[config.mk]
export PLATFORM = sky130hd
export DESIGN_NAME = ss_bus_sequencer
export DESIGN_NICKNAME = d
export VERILOG_FILES = /design/src/rtl/ss_addresses_pkg.sv /design/src/rtl/ss_bus_sequencer_settle_timer.sv /design/src/rtl/ss_bus_sequencer.sv
export SDC_FILE = /design/constraint.sdc
export NUM_CORES = 1
export LEC_CHECK = 0
export ABC_AREA = 1
export BUFFER_PORTS_ARGS = -buffer_cell sky130_fd_sc_hd__clkbuf_2
export CELL_PAD_IN_SITES_DETAIL_PLACEMENT = 2
export CELL_PAD_IN_SITES_GLOBAL_PLACEMENT = 2
export CORE_UTILIZATION = 30
export DETAILED_ROUTE_END_ITERATION = 16
export PLACE_DENSITY_LB_ADDON = 0.08
export REMOVE_ABC_BUFFERS = 1
export SYNTH_ARGS = -nofsm -noshare
export SYNTH_HDL_FRONTEND = slang
export SYNTH_SLANG_ARGS = --single-unit
export TNS_END_PERCENT = 30
[constraint.sdc]
create_clock -name clk -period 5.36 [get_ports clk]
set_input_delay 0.268 -clock clk [delete_from_list [all_inputs] [get_ports clk]]
set_output_delay 0.268 -clock clk [all_outputs]
set_load 0.03 [all_outputs]
[src/rtl/ss_addresses_pkg.sv]
// ss_addresses: savestate bus widths, sequencer sizing constants and state type.
package ss_addresses;

  localparam int SS_BUS_WIDTH      = 10;
  localparam int SS_DATA_WIDTH     = 32;

  // Slices serialise a bus word through 4-bit memories; the settle hold must cover that walk.
  localparam int SS_MEM_WORD_WIDTH = 4;
  localparam int SS_MIN_SETTLE     = SS_DATA_WIDTH / SS_MEM_WORD_WIDTH + 2;

  typedef enum logic [2:0] {
    IDLE,
    S_SETTLE,
    S_OUT,
    L_WAIT,
    L_WRITE,
    DEFAULTS,
    FINISH
  } ss_seq_state_t;

endpackage

[src/rtl/ss_bus_sequencer_settle_timer.sv]
// ss_settle_timer: loadable down-counter giving one expire pulse after SETTLE_CYCLES cycles.
module ss_settle_timer #(
  parameter int SETTLE_CYCLES = 10
) (
  input  logic clk,
  input  logic reset_n,
  input  logic load,
  output logic expire
);

  localparam int CNT_W = $clog2(SETTLE_CYCLES + 1);

  logic [CNT_W-1:0] settle_cnt;
  logic             armed;

  // Load starts a hold that expires on its SETTLE_CYCLES-th cycle; armed keeps the pulse single.
  always_ff @(posedge clk or negedge reset_n) begin
    if (!reset_n) begin
      settle_cnt <= '0;
      armed      <= 1'b0;
    end else if (load) begin
      settle_cnt <= CNT_W'(SETTLE_CYCLES - 1);
      armed      <= 1'b1;
    end else if (armed) begin
      if (settle_cnt == '0) begin
        armed <= 1'b0;
      end else begin
        settle_cnt <= settle_cnt - 1'b1;
      end
    end
  end

  assign expire = armed && (settle_cnt == '0);

endmodule

[src/rtl/ss_bus_sequencer.sv]
// ss_bus_sequencer: savestate bus master walking addresses 0..ADDR_COUNT-1 for save/load.
// Optional build macro SS_SEQ_DEFAULTS_EN adds start_defaults and a restore-defaults pass.
module ss_bus_sequencer
  import ss_addresses::*;
#(
  parameter int                      ADDR_COUNT    = 256,
  parameter int                      SETTLE_CYCLES = 10,
  parameter logic [SS_BUS_WIDTH-1:0] IDLE_ADDR     = {SS_BUS_WIDTH{1'b1}}
) (
  input  logic                     clk,
  input  logic                     reset_n,
  input  logic                     start_save,
  input  logic                     start_load,
`ifdef SS_SEQ_DEFAULTS_EN
  input  logic                     start_defaults,
`endif
  input  logic                     abort,
  output logic                     busy,
  output logic                     done,
  output logic [SS_DATA_WIDTH-1:0] save_data,
  output logic                     save_valid,
  input  logic                     save_ready,
  input  logic [SS_DATA_WIDTH-1:0] load_data,
  input  logic                     load_valid,
  output logic                     load_ready,
  output logic [SS_BUS_WIDTH-1:0]  ss_bus_addr,
  output logic [SS_DATA_WIDTH-1:0] ss_bus_in,
  output logic                     ss_bus_wren,
  output logic                     ss_bus_reset_n,
  input  logic [SS_DATA_WIDTH-1:0] ss_bus_out
);

  localparam int CW = SS_BUS_WIDTH + 1;

  if (SETTLE_CYCLES < SS_MIN_SETTLE) begin : g_bad_settle
    $error("ss_bus_sequencer: SETTLE_CYCLES is below SS_MIN_SETTLE");
  end
  if (ADDR_COUNT < 1 || ADDR_COUNT > (1 << SS_BUS_WIDTH) - 1) begin : g_bad_count
    $error("ss_bus_sequencer: ADDR_COUNT out of range");
  end

  ss_seq_state_t   state, next_state;
  logic [CW-1:0]   addr_cnt;
  logic [CW-1:0]   addr_next;
  logic            last_addr;
  logic            cnt_clear, cnt_inc, cap_save, cap_load, timer_load;
  logic            timer_expire;
  logic            start_def;

`ifdef SS_SEQ_DEFAULTS_EN
  assign start_def = start_defaults;
`else
  assign start_def = 1'b0;
`endif

  assign addr_next = addr_cnt + 1'b1;
  assign last_addr = (addr_next == CW'(ADDR_COUNT));

  ss_settle_timer #(
    .SETTLE_CYCLES(SETTLE_CYCLES)
  ) u_timer (
    .clk    (clk),
    .reset_n(reset_n),
    .load   (timer_load),
    .expire (timer_expire)
  );

  // State register.
  always_ff @(posedge clk or negedge reset_n) begin
    if (!reset_n) state <= IDLE;
    else          state <= next_state;
  end

  // Next-state, datapath controls and bus/handshake outputs, all decoded from the current state.
  always_comb begin
    next_state     = state;
    cnt_clear      = 1'b0;
    cnt_inc        = 1'b0;
    cap_save       = 1'b0;
    cap_load       = 1'b0;
    timer_load     = 1'b0;
    busy           = (state != IDLE);
    done           = (state == FINISH);
    save_valid     = (state == S_OUT);
    load_ready     = (state == L_WAIT);
    ss_bus_wren    = (state == L_WRITE);
    ss_bus_addr    = IDLE_ADDR;
    ss_bus_reset_n = 1'b1;

    if (state == S_SETTLE || state == S_OUT || state == L_WRITE || state == DEFAULTS) begin
      ss_bus_addr = addr_cnt[SS_BUS_WIDTH-1:0];
    end
`ifdef SS_SEQ_DEFAULTS_EN
    if (state == DEFAULTS) ss_bus_reset_n = 1'b0;
`endif

    if (state != IDLE && abort) begin
      next_state = IDLE;
    end else begin
      case (state)
        IDLE: begin
          if (!abort) begin
            if (start_save) begin
              cnt_clear  = 1'b1;
              timer_load = 1'b1;
              next_state = S_SETTLE;
            end else if (start_load) begin
              cnt_clear  = 1'b1;
              next_state = L_WAIT;
            end else if (start_def) begin
              cnt_clear  = 1'b1;
              timer_load = 1'b1;
              next_state = DEFAULTS;
            end
          end
        end
        S_SETTLE: begin
          if (timer_expire) begin
            cap_save   = 1'b1;
            next_state = S_OUT;
          end
        end
        S_OUT: begin
          if (save_ready) begin
            cnt_inc = 1'b1;
            if (last_addr) begin
              next_state = FINISH;
            end else begin
              timer_load = 1'b1;
              next_state = S_SETTLE;
            end
          end
        end
        L_WAIT: begin
          if (load_valid) begin
            cap_load   = 1'b1;
            timer_load = 1'b1;
            next_state = L_WRITE;
          end
        end
        L_WRITE: begin
          if (timer_expire) begin
            cnt_inc    = 1'b1;
            next_state = last_addr ? FINISH : L_WAIT;
          end
        end
        DEFAULTS: begin
          if (timer_expire) begin
            cnt_inc = 1'b1;
            if (last_addr) next_state = FINISH;
            else           timer_load = 1'b1;
          end
        end
        FINISH:  next_state = IDLE;
        default: next_state = IDLE;
      endcase
    end
  end

  // Address counter plus the captured read word and the latched write word.
  always_ff @(posedge clk or negedge reset_n) begin
    if (!reset_n) begin
      addr_cnt  <= '0;
      save_data <= '0;
      ss_bus_in <= '0;
    end else begin
      if (cnt_clear)    addr_cnt <= '0;
      else if (cnt_inc) addr_cnt <= addr_next;
      if (cap_save) save_data <= ss_bus_out;
      if (cap_load) ss_bus_in <= load_data;
    end
  end

endmodule

# After elaboration in Yosys (flattened, before gate mapping)
# Cells that the tools add are included.
# totals
register_bits	83
in_bits	71
out_inout_bits	80
elab_cells	80
# op_classes
add_sub_neg	2
n_eq_ne	16
muxes	43
n_reduce_logical	13
# ops
op	count
$mux 3	12
$mux 1	22
$mux 11	2
$pmux 3 s6	1
$mux 4	3
$ne 3x2->1 const B	4
$add 11x1->11 const B	1
$eq 11x9->1 const B	1
$mux 10	1
$eq 3x3->1 const B	3
$reduce_and 8->1	1
$eq 3x2->1 const B	2
$ne 3x1->1 const B	2
$logic_not 4->1	1
$ne 4x4->1 const B	1
$pmux 1 s4	1
$reduce_bool 2->1	2
$sub 4x1->4 const B	1
$eq 3x1->1 const B	1
$logic_not 3->1	1
$logic_or 1x1->1	3
$ne 3x3->1 const B	1
$reduce_bool 3->1	1
$logic_and 1x1->1	2
other kinds (4)	4

# Depth between registers and ports, before layout
# logic_depth
depth_word	8
depth_mapped	14
mapped_depth_nobuf	14

# Modules after synthesis
# Synthesis repeated with hierarchy kept, for this count alone.
# unflattened
hier_cells	350
area_unflattened_um2	3908.7
# by_module_without_submodules
mod	instances	cells_per_inst	area_each_um2	seq_area_each_um2
ss_bus_sequencer	1	314	3629.7	1951.9
ss_settle_timer	1	36	279.0	125.1

# Least setup slack after synthesis
# No wires, ideal clock.
# synth_path
path_kind	reg2reg
start	register u_timer.settle_cnt[0]
end	register save_data[1]
setup_time_ns	0.125
arrival_time_ns	1.712
required_time_ns	5.235
slack_ns	3.523
stages_incl_launch_ff	8
n_path_buf	1
period_less_slack_ns	1.837
path_cell_list	dfrtp_1 -> inv_1 -> ha_1 -> nor3b_2 -> nand2_1 -> nor4_4 -> buf_6 -> mux2_2
# synth_between
elab_chain_cells	5
# synth_lines
item	line	rtl
start, declared	ss_bus_sequencer_settle_timer.sv:13	logic [CNT_W-1:0] settle_cnt;
start signal, assigned	ss_bus_sequencer_settle_timer.sv:22	settle_cnt <= CNT_W'(SETTLE_CYCLES - 1);
start signal, assigned	ss_bus_sequencer_settle_timer.sv:28	settle_cnt <= settle_cnt - 1'b1;
$logic_not 4->1	ss_bus_sequencer_settle_timer.sv:33	assign expire = armed && (settle_cnt == '0);
$logic_and 1x1->1	ss_bus_sequencer_settle_timer.sv:33	
$mux 1	ss_bus_sequencer.sv:118	if (timer_expire) begin
$mux 1	ss_bus_sequencer.sv:100	case (state)
$mux 1	ss_bus_sequencer.sv:97	if (state != IDLE && abort) begin
end signal, assigned	ss_bus_sequencer.sv:169	if (cap_save) save_data <= ss_bus_out;
end, declared	ss_bus_sequencer.sv:20	output logic [SS_DATA_WIDTH-1:0] save_data,
# No other way between the ends.
# A chain may end at the register's enable or synchronous reset.

# Final worst setup path
# layout_path
start	register state[0]
end	register ss_bus_in[5]
# layout_between
elab_chain_cells	3
word_cells_on_any_way	5
classes_between	1 x eq/ne; 2 x mux; 2 x reduce/logical
# layout_lines
item	line	rtl
start, declared	ss_bus_sequencer.sv:42	ss_seq_state_t state, next_state;
start signal, assigned	ss_bus_sequencer.sv:71	else state <= next_state;
$eq 3x2->1 or $reduce_bool 3->1 (tied branches)	ss_bus_sequencer.sv:100, ss_bus_sequencer.sv:97	
$mux 1 or $logic_and 1x1->1 (tied branches)	ss_bus_sequencer.sv:100, ss_bus_sequencer.sv:97	
$mux 1 *	ss_bus_sequencer.sv:97	
end signal, assigned	ss_bus_sequencer.sv:170	if (cap_load) ss_bus_in <= load_data;
end, declared	ss_bus_sequencer.sv:27	output logic [SS_DATA_WIDTH-1:0] ss_bus_in,
# Mark *: on every way between the ends. The rest lies on a longest branch, timed or not.

==> metrics.yaml <==
die_area_sq_um: 13100
timing.final.ws_setup_ns: 2.91
row_count: 40
critPathArrivalTime_ns: 2.67
grt.busiest_layer: "met2"
synth_xor_area_share_pct: 0.695
cts_buffers: 9
layout_min_cycle_time_ns: 2.45
initial_core_util_pct: 31.1
yosysUniqueCellTypes: 36
cts_num_sinks: 83
grt_pass1_vias: 3435
ant_nets: 0
fmax_ghz: 0.408
outcome: "finished clean"
synth_top_family_by_area: "multiplexers"
netlist_area_sq_um: 3780
tritoncts: "done"
irDropWorstVdd_mv: 0.230
via_per_inst: 4.66
dpl_cell_area_sq_um: 4670
fin_nets: 562
cts-htree-levels: 3
synth_compound_area_share_pct: 4.47
hold_path_class: "input port to flip-flop"
met3_usage_pct: 7.36
power_leakage_nw: 2.55
dr.pass1.iters: 4
seqCellArea_sq_um: 2080
hold_depth: 2
grt_pass1_wl_um: 17900
grt_use_met1_pct: 20.8
synth_warnings: 0
grt_usage_pct: 18.2
grt_max_degree: 67
clockBufferDepth: 2
synth_edf_count: 0
wirelength_um: 11200
relSlewSlack_pct: 43.6
syn_inst: 335
synth.avg_cell_area_sq_um: 11.3
cts_hold_buffers: 1
hold_viol_final: 0
synth_seq_cells: 83
crit_type: "flip-flop to flip-flop"
vias: 3074
hold_ws_ns: 0.141
drive_gt1_share_pct: 48.4
port_buffers: 149
gr-total-overflow: 0
r2r_cells: 5
setup_viol: 0
maxCapViolCount: 0
die_h_um: 114
rsz0062_at_grt: "no"
fill_cells: 1328
clk_pin_slew_ns: 0.06
tns_ns: 0
crit_fanout: 32
diodes: 0
clkLatencyLatePin_ns: 0.34
finalInstanceArea_sq_um: 4980
final_max_slew_viol_count: 0
drc: 0
period_share_pct: 45.7
die_w_um: 114
async_reset_ff_share_pct: 100
cts-root-buf: "clkbuf_16"
end_kind: "flip-flop"
cts_resized: 0
ioPinCount: 151
synthMuxAreaShare_pct: 19.1
required_ns: 5.58
wire_per_inst_um: 16.9
synthSimpleGateAreaFrac_pct: 14.8
antenna_found_initial: 0
gp_congestion: 0.789
fin_util_pct: 40.9
dp_hpwl_um: 8410
critPathLaunchType: "flip-flop"
core_area_sq_um: 12200
pwr_density_cell_nw_per_um2: 667
synth_top_flop_cell: "dfrtp_1"
drt_iter0_markers: 106
post-place-ws_ns: 2.80
timing_worst_slew_pin_value_ns: 0.847
area_delta_synth_final_pct: 31.7
multi_input_area_sq_um: 1520
use_met2_pct: 30.6
finClkSkew_ns: 0.00509
post_cts_buffers: 0
ys_seq_area_share_pct: 54.9
synthAdderAreaFrac_pct: 0.992
==> cells in the final DEF (no fill, tap or decap), types with 3 or more instances in the layout <==
cell type  Yosys  final
o22ai_1        6      6
nor2_1        13     13
dfrtp_1       83     83
clkbuf_2       0    148
buf_4          5      3
inv_1         25     25
nor2_2         5      5
mux2_2        50     50
nand2_2        5      5
a21oi_1        6      6
mux2_1        14     14
nand3_2        4      4
ha_1           3      3
nand3_1       15     15
clkbuf_16      0      9
nand2_1       64     64
o21ai_0        9      9
==> worst max-delay path, cell delays in order (launching register included) <==
cell and delay (ns):
dfrtp_1 0.44, inv_2 0.19, nand2_2 0.13, nand2_2 0.29, nand3_2 0.69, mux2_1 0.58
==> path summary, 6_finish.rpt <==
kind | startpoint | end | slack (ns)
min in group asynchronous | reset_n | state[1] | 0.34
max | state[0] | ss_bus_in[5] | 2.91
min reg2reg | save_data[26] | save_data[26] | 0.49
max reg2reg | state[0] | ss_bus_in[5] | 2.91
max in group asynchronous | reset_n | ss_bus_in[18] | 3.89
min | load_data[8] | ss_bus_in[8] | 0.14
==> cells in the mapped netlist (2+ instances only) <==
cell / count / area share [%]
dfrtp_1: 83 / 55
nand2_1: 64 / 6.4
mux2_2: 50 / 15
inv_1: 25 / 2.5
nand3_1: 15 / 2.0
mux2_1: 14 / 4.2
nor2_1: 13 / 1.3
o21ai_0: 9 / 1.2
a21oi_1: 6 / 0.79
o22ai_1: 6 / 0.99
buf_4: 5 / 0.99
nand2_2: 5 / 0.83
nor2_2: 5 / 0.83
buf_6: 4 / 1.2
nand3_2: 4 / 1.1
ha_1: 3 / 0.99
nand4_1: 2 / 0.33
nor2_4: 2 / 0.60
o21ai_1: 2 / 0.26
xor2_1: 2 / 0.46
==> per-stage QoR <==
stage | instances | power [mW]
floorplan | 325 | 2.17
global placement | 644 | 2.67
detailed placement | 644 | 2.72
CTS | 660 | 3.38
global route | 660 | 3.52
finish | 660 | 3.32
==> where the power goes <==
part	internal (mW)	switching [mW]	total (mW)
Sequential	0.894	0.173	1.07
Clock	0.375	0.264	0.639
Combinational	0.498	1.12	1.62
==> cells by family (layout without fill, tap and decap cells) <==
family	count (synthesis)	after routing
adders and majority gates	3	3
DFF	83	83
buffers and inverters	37	194
AOI/OAI and AO/OA	29	29
xor gates and xnor gates	3	3
other	1	1
muxes	64	64
and+or+nand+nor	115	115
==> layer usage <==
layer / vias up / share of wire, %
li1: 1419 / -
met3: 13 / 8.9
met2: 90 / 49
met1: 1552 / 40
met5: - / 0
met4: 0 / 1.6
==> state kept, by name (all words and copies together), names as in the netlist <==
signal              count
u_timer.settle_cnt      4
ss_bus_in              32
save_data              32
addr_cnt               11
state                   3
u_timer.armed           1
==> cell type report <==
class	count	share of cell area, %
clock inverter	5	1.23
multi-input combinational	215	30.5
clock buffer	10	4.80
tap	168	4.22
timing repair buffer	152	15.5
sequential	83	41.7
inverter	27	2.04
Power figures use the tool's default switching activity.
